$ cat config.mk
export PLATFORM = sky130hd
export DESIGN_NAME = fetch_pc_gen_flat
export DESIGN_NICKNAME = d
export VERILOG_FILES = /design/src/rtl/fetch_pc_gen_if.sv /design/src/rtl/fetch_pc_gen.sv /design/src/flat_wrapper.sv
export SDC_FILE = /design/constraint.sdc
export NUM_CORES = 1
export LEC_CHECK = 0
export BUFFER_PORTS_ARGS = -buffer_cell sky130_fd_sc_hd__buf_4
export CORE_MARGIN = 2
export CORE_UTILIZATION = 53
export CTS_CLUSTER_DIAMETER = 50
export DETAILED_ROUTE_END_ITERATION = 6
export PLACE_DENSITY = 0.81
export SLEW_MARGIN = 20
export SYNTH_ARGS = -nofsm -noshare
export SYNTH_HDL_FRONTEND = slang
export SYNTH_SLANG_ARGS = --single-unit
$ cat constraint.sdc
create_clock -name clk -period 3.7 [get_ports clk]
set_clock_uncertainty 0.2 [all_clocks]
set_input_delay 0.37 -clock clk [delete_from_list [all_inputs] [get_ports clk]]
set_output_delay 0.37 -clock clk [all_outputs]
set_load 0.02 [all_outputs]
$ cat src/rtl/fetch_pc_gen_if.sv
// rtl/fetch_pc_gen_if.sv - fetch front-end bundle: pc register, imem, decode and redirect signals
interface fetch_pc_gen_if;
  logic [31:0] next_pc;
  logic [31:0] pc_value;
  logic        imem_req;
  logic [31:0] imem_addr;
  logic        imem_gnt;
  logic        imem_rvalid;
  logic [31:0] imem_rdata;
  logic        if_valid;
  logic        if_ready;
  logic [31:0] if_pc;
  logic [31:0] if_instr;
  logic        redirect_valid;
  logic [31:0] redirect_pc;

  modport master (
    output next_pc,
    input  pc_value,
    output imem_req,
    output imem_addr,
    input  imem_gnt,
    input  imem_rvalid,
    input  imem_rdata,
    output if_valid,
    input  if_ready,
    output if_pc,
    output if_instr,
    input  redirect_valid,
    input  redirect_pc
  );

  modport slave (
    input  next_pc,
    output pc_value,
    input  imem_req,
    input  imem_addr,
    output imem_gnt,
    output imem_rvalid,
    output imem_rdata,
    input  if_valid,
    output if_ready,
    input  if_pc,
    input  if_instr,
    output redirect_valid,
    output redirect_pc
  );
endinterface

$ cat src/rtl/fetch_pc_gen.sv
// rtl/fetch_pc_gen.sv - instruction fetch PC generator with 2-entry decode FIFO and redirect
module fetch_pc_gen #(
  parameter logic [31:0] RESET_PC = 32'h0000_0000
) (
  input  logic           clk,
  input  logic           rst_n,
  fetch_pc_gen_if.master bus
);

  typedef enum logic [1:0] {BOOT, REQ, WAIT, DROP} state_e;

  state_e      state_q, state_d;
  logic [1:0]  count_q, count_d;
  logic [31:0] req_pc_q, req_pc_d;
  logic [31:0] pc_q    [2];
  logic [31:0] pc_d    [2];
  logic [31:0] instr_q [2];
  logic [31:0] instr_d [2];

  logic        redirect;
  logic        req;
  logic        fire;
  logic        push;
  logic        valid;
  logic        pop;
  logic [1:0]  wr_slot;
  logic [31:0] next_pc;
  logic [31:0] redirect_tgt;
  logic        unused_redirect_lsbs;

  assign redirect             = bus.redirect_valid;
  assign redirect_tgt         = {bus.redirect_pc[31:2], 2'b00};
  assign unused_redirect_lsbs = ^bus.redirect_pc[1:0];

  // A full FIFO is the only reason REQ withholds a request.
  assign req   = (state_q == REQ) && (count_q != 2'd2);
  assign fire  = req && bus.imem_gnt;
  assign push  = (state_q == WAIT) && bus.imem_rvalid && !redirect;
  assign valid = (count_q != 2'd0) && !redirect;
  assign pop   = valid && bus.if_ready;

  always_comb begin
    next_pc = bus.pc_value;
    if (redirect) begin
      next_pc = redirect_tgt;
    end else begin
      case (state_q)
        BOOT:    next_pc = RESET_PC;
        REQ:     next_pc = fire ? bus.pc_value + 32'd4 : bus.pc_value;
        default: next_pc = bus.pc_value;
      endcase
    end
  end

  always_comb begin
    state_d = state_q;
    case (state_q)
      BOOT: state_d = REQ;
      REQ: begin
        if (fire) state_d = redirect ? DROP : WAIT;
      end
      WAIT: begin
        if (bus.imem_rvalid) state_d = REQ;
        else if (redirect)   state_d = DROP;
      end
      DROP: begin
        if (bus.imem_rvalid) state_d = REQ;
      end
      default: state_d = BOOT;
    endcase
  end

  always_comb begin
    req_pc_d = fire ? bus.pc_value : req_pc_q;
    count_d  = redirect ? 2'd0 : count_q + {1'b0, push} - {1'b0, pop};
    wr_slot  = count_q - {1'b0, pop};
    pc_d     = pc_q;
    instr_d  = instr_q;
    if (pop) begin
      pc_d[0]    = pc_q[1];
      instr_d[0] = instr_q[1];
    end
    // Writes land after the shift so a same-cycle push/pop keeps order.
    if (push) begin
      pc_d[wr_slot[0]]    = req_pc_q;
      instr_d[wr_slot[0]] = bus.imem_rdata;
    end
  end

  always_ff @(posedge clk or negedge rst_n) begin
    if (!rst_n) begin
      state_q    <= BOOT;
      count_q    <= 2'd0;
      req_pc_q   <= 32'h0;
      pc_q[0]    <= 32'h0;
      pc_q[1]    <= 32'h0;
      instr_q[0] <= 32'h0;
      instr_q[1] <= 32'h0;
    end else begin
      state_q    <= state_d;
      count_q    <= count_d;
      req_pc_q   <= req_pc_d;
      pc_q[0]    <= pc_d[0];
      pc_q[1]    <= pc_d[1];
      instr_q[0] <= instr_d[0];
      instr_q[1] <= instr_d[1];
    end
  end

  assign bus.next_pc   = next_pc;
  assign bus.imem_req  = req;
  assign bus.imem_addr = bus.pc_value;
  assign bus.if_valid  = valid;
  assign bus.if_pc     = pc_q[0];
  assign bus.if_instr  = instr_q[0];

endmodule

$ cat src/flat_wrapper.sv
// flat-port wrapper written by rule: the top's interface ports become plain ports
module fetch_pc_gen_flat 
#(
  parameter logic [31:0] RESET_PC = 32'h0000_0000
)
  (clk, rst_n, bus_next_pc, bus_pc_value, bus_imem_req, bus_imem_addr, bus_imem_gnt, bus_imem_rvalid, bus_imem_rdata, bus_if_valid, bus_if_ready, bus_if_pc, bus_if_instr, bus_redirect_valid, bus_redirect_pc);
  fetch_pc_gen_if bus_i ();
  input  logic clk;
  input  logic rst_n;
  output wire logic [$bits(bus_i.next_pc)-1:0] bus_next_pc;
  input wire logic [$bits(bus_i.pc_value)-1:0] bus_pc_value;
  output wire logic [$bits(bus_i.imem_req)-1:0] bus_imem_req;
  output wire logic [$bits(bus_i.imem_addr)-1:0] bus_imem_addr;
  input wire logic [$bits(bus_i.imem_gnt)-1:0] bus_imem_gnt;
  input wire logic [$bits(bus_i.imem_rvalid)-1:0] bus_imem_rvalid;
  input wire logic [$bits(bus_i.imem_rdata)-1:0] bus_imem_rdata;
  output wire logic [$bits(bus_i.if_valid)-1:0] bus_if_valid;
  input wire logic [$bits(bus_i.if_ready)-1:0] bus_if_ready;
  output wire logic [$bits(bus_i.if_pc)-1:0] bus_if_pc;
  output wire logic [$bits(bus_i.if_instr)-1:0] bus_if_instr;
  input wire logic [$bits(bus_i.redirect_valid)-1:0] bus_redirect_valid;
  input wire logic [$bits(bus_i.redirect_pc)-1:0] bus_redirect_pc;
  assign bus_next_pc = bus_i.next_pc;
  assign bus_i.pc_value = bus_pc_value;
  assign bus_imem_req = bus_i.imem_req;
  assign bus_imem_addr = bus_i.imem_addr;
  assign bus_i.imem_gnt = bus_imem_gnt;
  assign bus_i.imem_rvalid = bus_imem_rvalid;
  assign bus_i.imem_rdata = bus_imem_rdata;
  assign bus_if_valid = bus_i.if_valid;
  assign bus_i.if_ready = bus_if_ready;
  assign bus_if_pc = bus_i.if_pc;
  assign bus_if_instr = bus_i.if_instr;
  assign bus_i.redirect_valid = bus_redirect_valid;
  assign bus_i.redirect_pc = bus_redirect_pc;
  fetch_pc_gen #(.RESET_PC(RESET_PC)) u_core (.clk(clk), .rst_n(rst_n), .bus(bus_i));
endmodule
==> results by group, run 1 <==
Min path
  – Hold path depth: 3
  – Worst Hold Class: in2reg
  – Worst Hold End: u_core.req_pc_q[30]
  – Hold Crit Start: bus_pc_value[30]

Clock network
  – Reg clk slew, reported paths: roughly 60 ps
  – Post-cts sizing count: 0
  – Clock Path Buffers: 2
  – CTS root buf: clkbuf_16
  – Post-CTS Setup Inserts: 0
  – Hold bufs inserted after CTS: between 40 and 50
  – H-tree Lvls: 4
  – Clock Latency Late Sink: between 400 and 500 ps
  – Num CTS Buffers: 17
  – Clock Sinks: around 160
  – CTS tree: built

Synth
  – Post-synth top area cell: dfrtp_1
  – Area share of the largest cell type after synthesis: ~48%
  – Yosys warns: 0
  – Count leader, synth: dfrtp_1
  – Top FF cell, synth: dfrtp_1
  – Asr flop ratio synth: 100.0%
  – Number of distinct library cells after synthesis: 40
  – Cell Area, Synth: 8536 um2
  – Post-synth EDFFs: 0
  – Synth cell count leaders: dfrtp_1, nand2_1, buf_4
  – Top post-synthesis cells by area: dfrtp_1, mux2_2, buf_4
  – #FFs+latches synth: about 160
  – Synth Net Count: 968
  – Average size of a mapped cell: 9.937 um2
  – Sequential area share after synthesis: ~48%
  – Gate Count Post-Synth: between 800 and 900

Die
  – Rows: 46
  – Die Y: roughly 130 um
  – Die W: roughly 130 um
  – Die area: roughly 17,000 um2
  – Core ar.: 15,830 um2
  – I/O pins: 232
  – Starting Density: between 50 and 60%

Power
  – Power Density: between 600 and 700 nW/um2
  – Total power: 0.007394 W
  – Lkg Pwr: around 5.8 nW
  – Worst VDD drop: roughly 0.00037 V

Placed design
  – Dpl cells: ~1,200
  – Gpl congestion: around 0.82
  – IO Port Bufs: about 230
  – Hpwl dp: about 14,000 um
  – Pre-CTS setup slack: between 600 and 700 ps

Route
  – Routed WL per cell: between 15 and 20 um
  – Initial DRC count: between 500 and 600
  – Drt pass-1 iters: 5
  – Drt drc: 0
  – Routed vias/inst: between 5 and 6
  – Total Wirelength: about 22,000 um
  – Vias: ~6,700
  – Antenna-violating nets left: 0

Critical path
  – Crit path max-delay cell type: or3b_1
  – CP peak stage delay: between 400 and 500 ps
  – Reg2reg end: u_core.count_q[1]
  – Reg2Reg Setup Slack: approximately 880 ps
  – Critical-path cell list: inv_1 -> ha_1 -> nand2_1 -> nor4_4 -> buf_4 -> or3b_1 -> or3_1 -> a31oi_1 -> buf_4
  – Arrival time at the worst endpoint: between 2000 and 3000 ps
  – Crit start category: flip-flop
  – R2R cell count: 11
  – Most frequent cell on the critical path: buf_4
  – Worst path buffer plus inverter count: 3
  – Critical path type: reg2out
  – CP Capture Type: output port
  – Worst EP required: 3130 ps
  – Worst setup startpoint: u_core.state_q[1]
  – Max FO, Critical Path: 6
  – RR Startpoint: u_core.count_q[1]
  – CP top delay family: simple AND/OR/NAND/NOR gates

Global routing
  – Initial antenna violation count: 0
  – GRT Total Usage: between 20% and 30%
  – Vias in the first global route: approximately 6,700
  – Total grt overflow: 0
  – Largest net degree at the start of global routing: 77
  – First-pass GRT wire length: between 30,000 and 40,000 um

Timing
  – Setup ws final: around 170 ps
  – Final setup TNS: 0 ps
  – Final setup viols: 0
  – Hold Fails Final Rpt: 0
  – Min Tclk post-route: ~3500 ps
  – Unrepaired setup endpoints after global routing: false
  – Final Cycle Share: 95.32%
  – Worst-margin pin slew: about 950 ps
  – Max Slew Vio Count: 0
  – Slew HR: between 30% and 40%
  – Max Clk Rate: around 280 MHz

Cells and area
  – N_diodes: 0
  – Non-filler cells, final: ~1,300
  – Layout area overhead: 27.26%
  – Final Util: 68.63%
  – Fraction of layout cells with a size suffix above 1: between 30% and 40%
  – NumNets Final: ~1,100

Flow run
  – Max-cap violations: 0

Outcome
  – Outcome: finished, final reports clean
## logic make-up after synthesis
logic type | Yosys count | synth area share (%)
buffers and inverters | 153 | 11.02
AOI/OAI and AO/OA | 103 | 6.963
muxes | 145 | 18.09
adders and majority gates | 7 | 1.026
DFF | 164 | 48.08
and+or+nand+nor | 284 | 14.51
xor gates and xnor gates | 3 | 0.3079
## per-layer routing
layer,share of wire (%),track usage (%)
met5,0,0
met4,1.7,9.700
met3,6.8,6.189
met2,50,45.83
met1,41,32.22
## how the worst max path moves through the flow
| stage | slack [ps] | endpoint | cells after the start |
|---|---|---|---|
| after global placement | 690 | bus_next_pc[16] | 9 |
| after detailed placement | 650 | bus_next_pc[16] | 9 |
| after global routing | 40 | bus_next_pc[16] | 9 |
| final | 170 | bus_next_pc[16] | 9 |
| after CTS | 140 | bus_next_pc[16] | 9 |
| after floorplan | 300 | flip-flop | 12 |
## layout make-up
cell class	count	area, um2
Fill cell	1171	4965
Sequential cell	164	4104
Multi-Input combinational cell	542	3537
Timing Repair Buffer	289	2311
Clock buffer	22	464.2
Tap cell	216	270.3
Clock inverter	10	146.4
Inverter	8	30.03
## placed cells by master, fill, tap and decap left out, drive strengths merged, types with 5 or more instances in the layout
master / n
a21oi: 68
a31oi: 5
and3: 5
buf: 244
clkbuf: 22
dfrtp: 164
dlygate4sd3: 45
ha: 7
inv: 11
mux2: 74
mux2i: 71
nand2: 138
nand3: 15
nand4: 22
nor2: 81
o21ai: 8
o311ai: 12
## worst register-to-register path: stages (launching register included)
cell and delay, ps:
dfrtp_1 420, nor2_1 140, nor2_1 100, nand2_4 280, inv_1 80, ha_1 330, inv_1 100, ha_4 280
buf_12 340, xor2_1 220, xnor2_1 130, nor2_1 60
## where the power goes
part,total (W),switching [W],internal [W]
combinational,0.00274,0.00152,0.00122
clock,0.00183,0.000722,0.00111
sequential,0.00283,0.000401,0.00243
total,0.00739,0.00264,0.00475
## stage by stage
step	instance area, um2	hold slack (ps)
2_1_floorplan	8536	-125.6
3_3_place_gp	9802	234.3
3_5_place_dp	9802	245.4
4_1_cts	10860	0.6499
5_1_grt	10860	12.74
6_report	10860	10.92
Power figures use the tool's default switching activity.
==> run 2, diff against run 1 <==
- SETUP_SLACK_MARGIN: not set -> 0.5
==> run 2 against run 1 <==
Sequential cell count stayed put. Non-clock buffer count grew 3. Maximum frequency increased by 11%. Combinational power barely moved. Count of clock-buffer cells in the layout unchanged. Wire length shrank 2.3%.
==> results by group, run 2 (synthesis gave the netlist of run 1 again) <==
Die
  – Core ar.: 15,830 um2 (unchanged)
  – Starting Density: 53.93% (unchanged)
  – Die W: 130.9 um (unchanged)
  – Die area: 17,140 um2 (unchanged)
  – Rows: 46 (unchanged)
  – I/O pins: 232 (unchanged)
  – Die Y: 130.9 um (unchanged)

Critical path
  – Crit start category: primary input
  – CP Capture Type: output port
  – Max FO, Critical Path: 7 (+1)
  – Arrival time at the worst endpoint: 2610 ps (-350 ps)
  – Worst EP required: 3130 ps (about the same)
  – Critical path type: in2out
  – R2R cell count: 9 (-2)

Route
  – Drt drc: 0 (unchanged)
  – Vias: 6,759 (+0.75%)
  – Routed WL per cell: 17.39 um (-2.6%)
  – Initial DRC count: 394 (-22%)
  – Routed vias/inst: 5.390 (+0.50%)
  – Drt pass-1 iters: 7 (+2)
  – Antenna-violating nets left: 0 (unchanged)
  – Total Wirelength: 21,810 um (-2.3%)

Clock network
  – CTS tree: built
  – CTS root buf: clkbuf_16
  – Clock Sinks: 164 (unchanged)
  – Reg clk slew, reported paths: 60 ps (about the same)
  – Num CTS Buffers: 17 (unchanged)
  – H-tree Lvls: 4 (unchanged)
  – Clock Path Buffers: 2 (unchanged)
  – Clock Latency Late Sink: 420 ps (about the same)

Timing
  – Final Cycle Share: 86.02% (-9.3 points)
  – Final setup viols: 0 (unchanged)
  – Final setup TNS: 0 ps (unchanged)
  – Worst-margin pin slew: 846.5 ps (-103.4 ps)
  – Min Tclk post-route: 3183 ps (-344.0 ps)
  – Hold Fails Final Rpt: 0 (unchanged)
  – Max Clk Rate: 314.2 MHz (+11%)
  – Unrepaired setup endpoints after global routing: true
  – Slew HR: 43.57% (+6.9 points)
  – WHS: 16.09 ps (+5.169 ps)
  – Max Slew Vio Count: 0 (unchanged)

Global routing
  – Largest net degree at the start of global routing: 80 (+3.9%)
  – Initial antenna violation count: 0 (unchanged)
  – First-pass GRT wire length: 33,510 um (-3.1%)
  – GRT Total Usage: 25.50% (-0.90 points)
  – Vias in the first global route: 6,569 (-1.4%)
  – Total grt overflow: 0 (unchanged)

Min path
  – Hold path depth: 3 (unchanged)
  – Worst Hold Class: in2reg

Outcome
  – Outcome: finished, final reports clean

Cells and area
  – Fraction of layout cells with a size suffix above 1: 35.36% (+0.86 points)
  – N_diodes: 0 (unchanged)
  – Fill cells: 1,232 (+5.2%)
  – NumNets Final: 1,134 (+0.27%)
  – Multi-input gate area: 3602 um2 (+1.8%)
  – Commonest cells after routing, fill and taps aside: buf_4, dfrtp_1, nand2_1
  – Storage cell area: 4104 um2 (unchanged)
  – Layout area overhead: 28.38%
  – Commonest non-fill, non-tap cell in the layout: buf_4

Placed design
  – Gpl congestion: 0.8193 (about the same)
  – Hpwl dp: 13,960 um (-2.3%)
  – IO Port Bufs: 229 (unchanged)

Power
  – Lkg Pwr: 5.862 nW (+0.78%)
  – Power Density: 671.7 nW/um2 (-1.3%)
  – Total power: 0.007360 W (-0.46%)
  – Worst VDD drop: 0.0003692 V (+0.51%)

Flow run
  – Max-cap violations: 0 (unchanged)
## run 2: metrics by stage
| stage | util [%] | cells | instance area [um2] | setup WS, ps |
|---|---|---|---|---|
| 3_5_place_dp | 61.91 | 1172 | 9799 | 653.2 |
| 4_1_cts | 68.71 | 1251 | 10880 | 452.5 |
| 5_1_grt | 69.23 | 1254 | 10960 | 394.4 |
| 2_1_floorplan | - | 859 | 8537 | 487.4 |
| 3_3_place_gp | 61.91 | 1172 | 9799 | 666.8 |
| 6_report | 69.23 | 1254 | 10960 | 517.2 |
## run 2: worst max-delay path, stage by stage
cell           delay [ps]
dlygate4sd3_1         520
buf_4                 140
nand2_1               110
nor4_4                230
buf_6                 170
or3b_1                410
or3_1                 320
a31oi_1               170
buf_4                 160
## run 2: layer usage
metal  track usage (%)  part of all wire [%]  vias to the layer above
met1             31.18                    41                     3304
met4             7.885                   1.4                        0
li1                  -                     -                     3178
met3             6.230                   7.2                       30
met5                 0                     0                        -
met2             44.76                    51                      247
## run 2: path summary, 6_finish.rpt
check,from,to,slack [ps]
setup / recovery,bus_pc_value[4],bus_next_pc[16],520
hold / removal,bus_pc_value[25],u_core.req_pc_q[25],20
setup reg to reg,u_core.count_q[1],flip-flop,1090
hold reg to reg,u_core.req_pc_q[23],u_core.req_pc_q[23],290
max in group asynchronous,rst_n,async pin,2090
min in group asynchronous,rst_n,u_core.bus.if_instr[9],300
## run 2: cell type report
type                       count  share of cell area, %
sequential                   164                  37.45
multi-input combinational    542                  32.87
timing repair buffer         292                  21.51
clock buffer                  22                  4.327
tap                          216                  2.466
clock inverter                10                  1.096
inverter                       8                 0.2740
## run 2: where the power goes
group | switching, W | internal, W | leakage (nW)
registers | 0.000399 | 0.00243 | 2.13
logic | 0.00153 | 0.00124 | 3.45
clock network | 0.000710 | 0.00105 | 0.287
## run 2: what timing repair did
action | 4_1_cts | 5_1_grt
pin swaps | 1 | 5
gates cloned | 0 | 1
gates resized for setup | 3 | 16
hold buffers | 45 | 0
setup endpoints to repair | 17 | 12
setup buffers | 2 | 2
hold endpoints to repair | 120 | 0
==> run 3, diff against run 2 <==
- ABC_AREA: not set -> 1
- PLACE_DENSITY: 0.81 -> 0.8
==> run 3 against run 2 <==
Sequential power grew 1%. Total power shrank 2.5%. Clock power shrank 3%. Sequential cell count is the same. Worst hold slack lost 7.1 ps. Critical path depth grew 2. First-iteration DRC count grew 45%. Non-clock buffer count shrank 14. Highest routed layer unchanged.
==> results by group, run 3 <==
Global routing
  – First-pass GRT wire length: 37,310 um (+11%)
  – Initial antenna violation count: 0 (unchanged)
  – Vias in the first global route: 7,258 (+10%)
  – Largest net degree at the start of global routing: 78 (-2.5%)
  – GRT Total Usage: 26.81% (+1.3 points)
  – Total grt overflow: 0 (unchanged)

Critical path
  – CP Capture Type: output port
  – RR Startpoint: u_core.state_q[0]
  – R2R cell count: 7 (-2)
  – Worst EP required: 3130 ps (about the same)
  – Reg2Reg Setup Slack: 1180 ps (+90 ps)
  – Arrival time at the worst endpoint: 2500 ps (-110 ps)
  – Crit start category: flip-flop
  – Max FO, Critical Path: 14 (+7)
  – Critical path type: reg2out

Timing
  – Min Tclk post-route: 3067 ps (-116.0 ps)
  – Final setup viols: 0 (unchanged)
  – WHS: 8.958 ps (-7.133 ps)
  – Final Cycle Share: 82.89% (-3.1 points)
  – Final setup TNS: 0 ps (unchanged)
  – Slew HR: 50.38% (+6.8 points)
  – Unrepaired setup endpoints after global routing: false
  – Max Slew Vio Count: 0 (unchanged)
  – Hold Fails Final Rpt: 0 (unchanged)
  – Max Clk Rate: 326.1 MHz (+3.8%)
  – Worst-margin pin slew: 744.2 ps (-102.2 ps)

Route
  – Drt drc: 0 (unchanged)
  – Routed WL per cell: 16.45 um (-5.4%)
  – Vias: 7,544 (+12%)
  – Drt pass-1 iters: 5 (-2)
  – Antenna-violating nets left: 0 (unchanged)
  – Routed vias/inst: 5.362 (-0.52%)
  – Total Wirelength: 23,140 um (+6.1%)
  – Initial DRC count: 570 (+45%)

Power
  – Worst VDD drop: 0.0003763 V (+1.9%)
  – Power Density: 660.7 nW/um2 (-1.6%)
  – Lkg Pwr: 5.578 nW (-4.8%)

Clock network
  – Num CTS Buffers: 17 (unchanged)
  – CTS tree: built
  – CTS root buf: clkbuf_16
  – Clock Latency Late Sink: 430 ps (about the same)
  – Clock Sinks: 164 (unchanged)
  – Clock Path Buffers: 2 (unchanged)
  – H-tree Lvls: 4 (unchanged)
  – Reg clk slew, reported paths: 60 ps (about the same)

Flow run
  – Max-cap violations: 0 (unchanged)

Synth
  – Yosys warns: 0 (unchanged)
  – Simple-gate share of the synthesized area: 20.97% (+6.5 points)
  – Synth Area in Compound Gates: 9.226% (+2.3 points)
  – Top post-synthesis cells by area: dfrtp_1, nand2_1, buf_4
  – Cell Area, Synth: 8747 um2 (+2.5%)
  – Xor/xnor cell area share of the yosys netlist: 0.1001% (-0.21 points)
  – Count leader, synth: nand2_1
  – Post-synthesis mux area share: 8.110% (-10 points)
  – Synth cell count leaders: nand2_1, dfrtp_1, buf_4
  – Largest family of logic cells by synthesized area: simple AND/OR/NAND/NOR gates
  – Average size of a mapped cell: 8.509 um2 (-14%)
  – Sequential area share after synthesis: 46.92% (-1.2 points)
  – Post-synth EDFFs: 0 (unchanged)
  – Number of distinct library cells after synthesis: 33 (-18%)
  – Top FF cell, synth: dfrtp_1
  – Synth Net Count: 1,137 (+17%)
  – Asr flop ratio synth: 100.0% (unchanged)
  – Area share of the largest cell type after synthesis: 46.92% (-1.2 points)
  – Synth Area in Adders: 1.001% (-0.025 points)
  – Post-synth top area cell: dfrtp_1
  – Gate Count Post-Synth: 1,028 (+20%)
  – #FFs+latches synth: 164 (unchanged)

Placed design
  – IO Port Bufs: 229 (unchanged)
  – Gpl congestion: 0.9242 (+13%)
  – Hpwl dp: 15,660 um (+12%)

Cells and area
  – N_diodes: 0 (unchanged)
  – Fill cells: 1,301 (+5.6%)
  – Fraction of layout cells with a size suffix above 1: 30.06% (-5.3 points)
  – Layout area overhead: 24.22%
  – Final Util: 67.91% (-1.3 points)
  – Commonest non-fill, non-tap cell in the layout: nand2_1
  – Commonest cells after routing, fill and taps aside: nand2_1, buf_4, dfrtp_1
  – NumNets Final: 1,288 (+14%)

Outcome
  – Outcome: finished, final reports clean

Die
  – Rows: 46 (unchanged)
  – Die W: 132.5 um (+1.2%)
  – Core ar.: 16,000 um2 (+1.1%)
  – Die Y: 132.5 um (+1.2%)
  – I/O pins: 232 (unchanged)
  – Starting Density: 54.67% (+0.74 points)
  – Die area: 17,550 um2 (+2.4%)

Min path
  – Hold Crit Start: bus_imem_rdata[6]
  – Hold path depth: 2 (-1)
  – Worst Hold Class: in2reg
[run 3: changes by cell type after synthesis, moves of 17 or more]
| cell | previous run | this run |
|---|---|---|
| nand4_1 | 21 | 4 |
| nand3_1 | 15 | 38 |
| clkbuf_1 | 39 | 7 |
| a31oi_1 | 5 | 65 |
| mux2i_1 | 71 | 0 |
| buf_2 | 5 | 41 |
| nand2_1 | 138 | 290 |
| a21oi_1 | 68 | 7 |
| o21ai_0 | 8 | 46 |
| inv_1 | 8 | 55 |
[run 3: cell type report]
| type | instances | area (um2) | share of cell area [%] |
|---|---|---|---|
| Clock buffer | 22 | 464.2 | 4.272 |
| Clock inverter | 9 | 105.1 | 0.9673 |
| Inverter | 61 | 234.0 | 2.153 |
| Multi-Input combinational cell | 657 | 3490 | 32.12 |
| Sequential cell | 164 | 4104 | 37.77 |
| Tap cell | 216 | 270.3 | 2.487 |
| Timing Repair Buffer | 278 | 2198 | 20.23 |
[run 3: worst max path at each step]
stage,startpoint,end,slack (ps),depth (start not counted)
floorplan,bus_redirect_valid,flip-flop,1040,11
global placement,u_core.state_q[1],bus_next_pc[23],780,11
detailed placement,u_core.state_q[1],bus_next_pc[23],710,11
CTS,u_core.state_q[1],bus_next_pc[23],550,11
global route,u_core.state_q[1],bus_next_pc[23],500,11
finish,u_core.state_q[1],bus_next_pc[23],630,11
[run 3: timing repair]
action / CTS / global route
setup buffers: 0 / 3
cloned: 1 / 0
setup endpoints to repair: 19 / 13
pin swaps: 1 / 1
resized for setup: 3 / 2
hold buffers: 33 / 0
endpoints found under the hold margin: 106 / 0
[run 3: routing by layer]
metal / track usage [%] / routed length, um
met4: 10.33 / 511
met5: 0 / 0
met3: 4.368 / 1419
met2: 42.29 / 11010
met1: 37.41 / 10200
[run 3: worst max-delay path: stages (launching register included)]
cell	delay [ps]
dfrtp_1	420
inv_1	100
ha_2	300
nand3_4	250
inv_6	220
nand3b_4	140
nor2_4	190
nand2_1	80
nand2_1	60
nand3_1	60
nand2_1	100
buf_4	140
[run 3: power breakdown]
group	internal [W]	switching (W)
combinational	0.00111	0.00149
sequential	0.00243	0.000445
clock	0.00102	0.000685
total	0.00456	0.00262
[run 3: cells by family after synthesis]
kind of cell,after synthesis
and+or+nand+nor,446
buffers and inverters,208
DFF,164
AOI/OAI and AO/OA,139
muxes,63
adders and majority gates,7
xor gates and xnor gates,1
[run 3: metrics by stage]
step | instances | worst slack [ps] | total power [W] | instance area [um2]
2_1_floorplan | 1028 | 1044 | 0.004726 | 8747
3_3_place_gp | 1339 | 775.8 | 0.005310 | 9918
3_5_place_dp | 1339 | 705.9 | 0.005403 | 9918
4_1_cts | 1404 | 547.0 | 0.007175 | 10840
5_1_grt | 1407 | 501.5 | 0.007572 | 10870
6_report | 1407 | 633.1 | 0.007179 | 10870
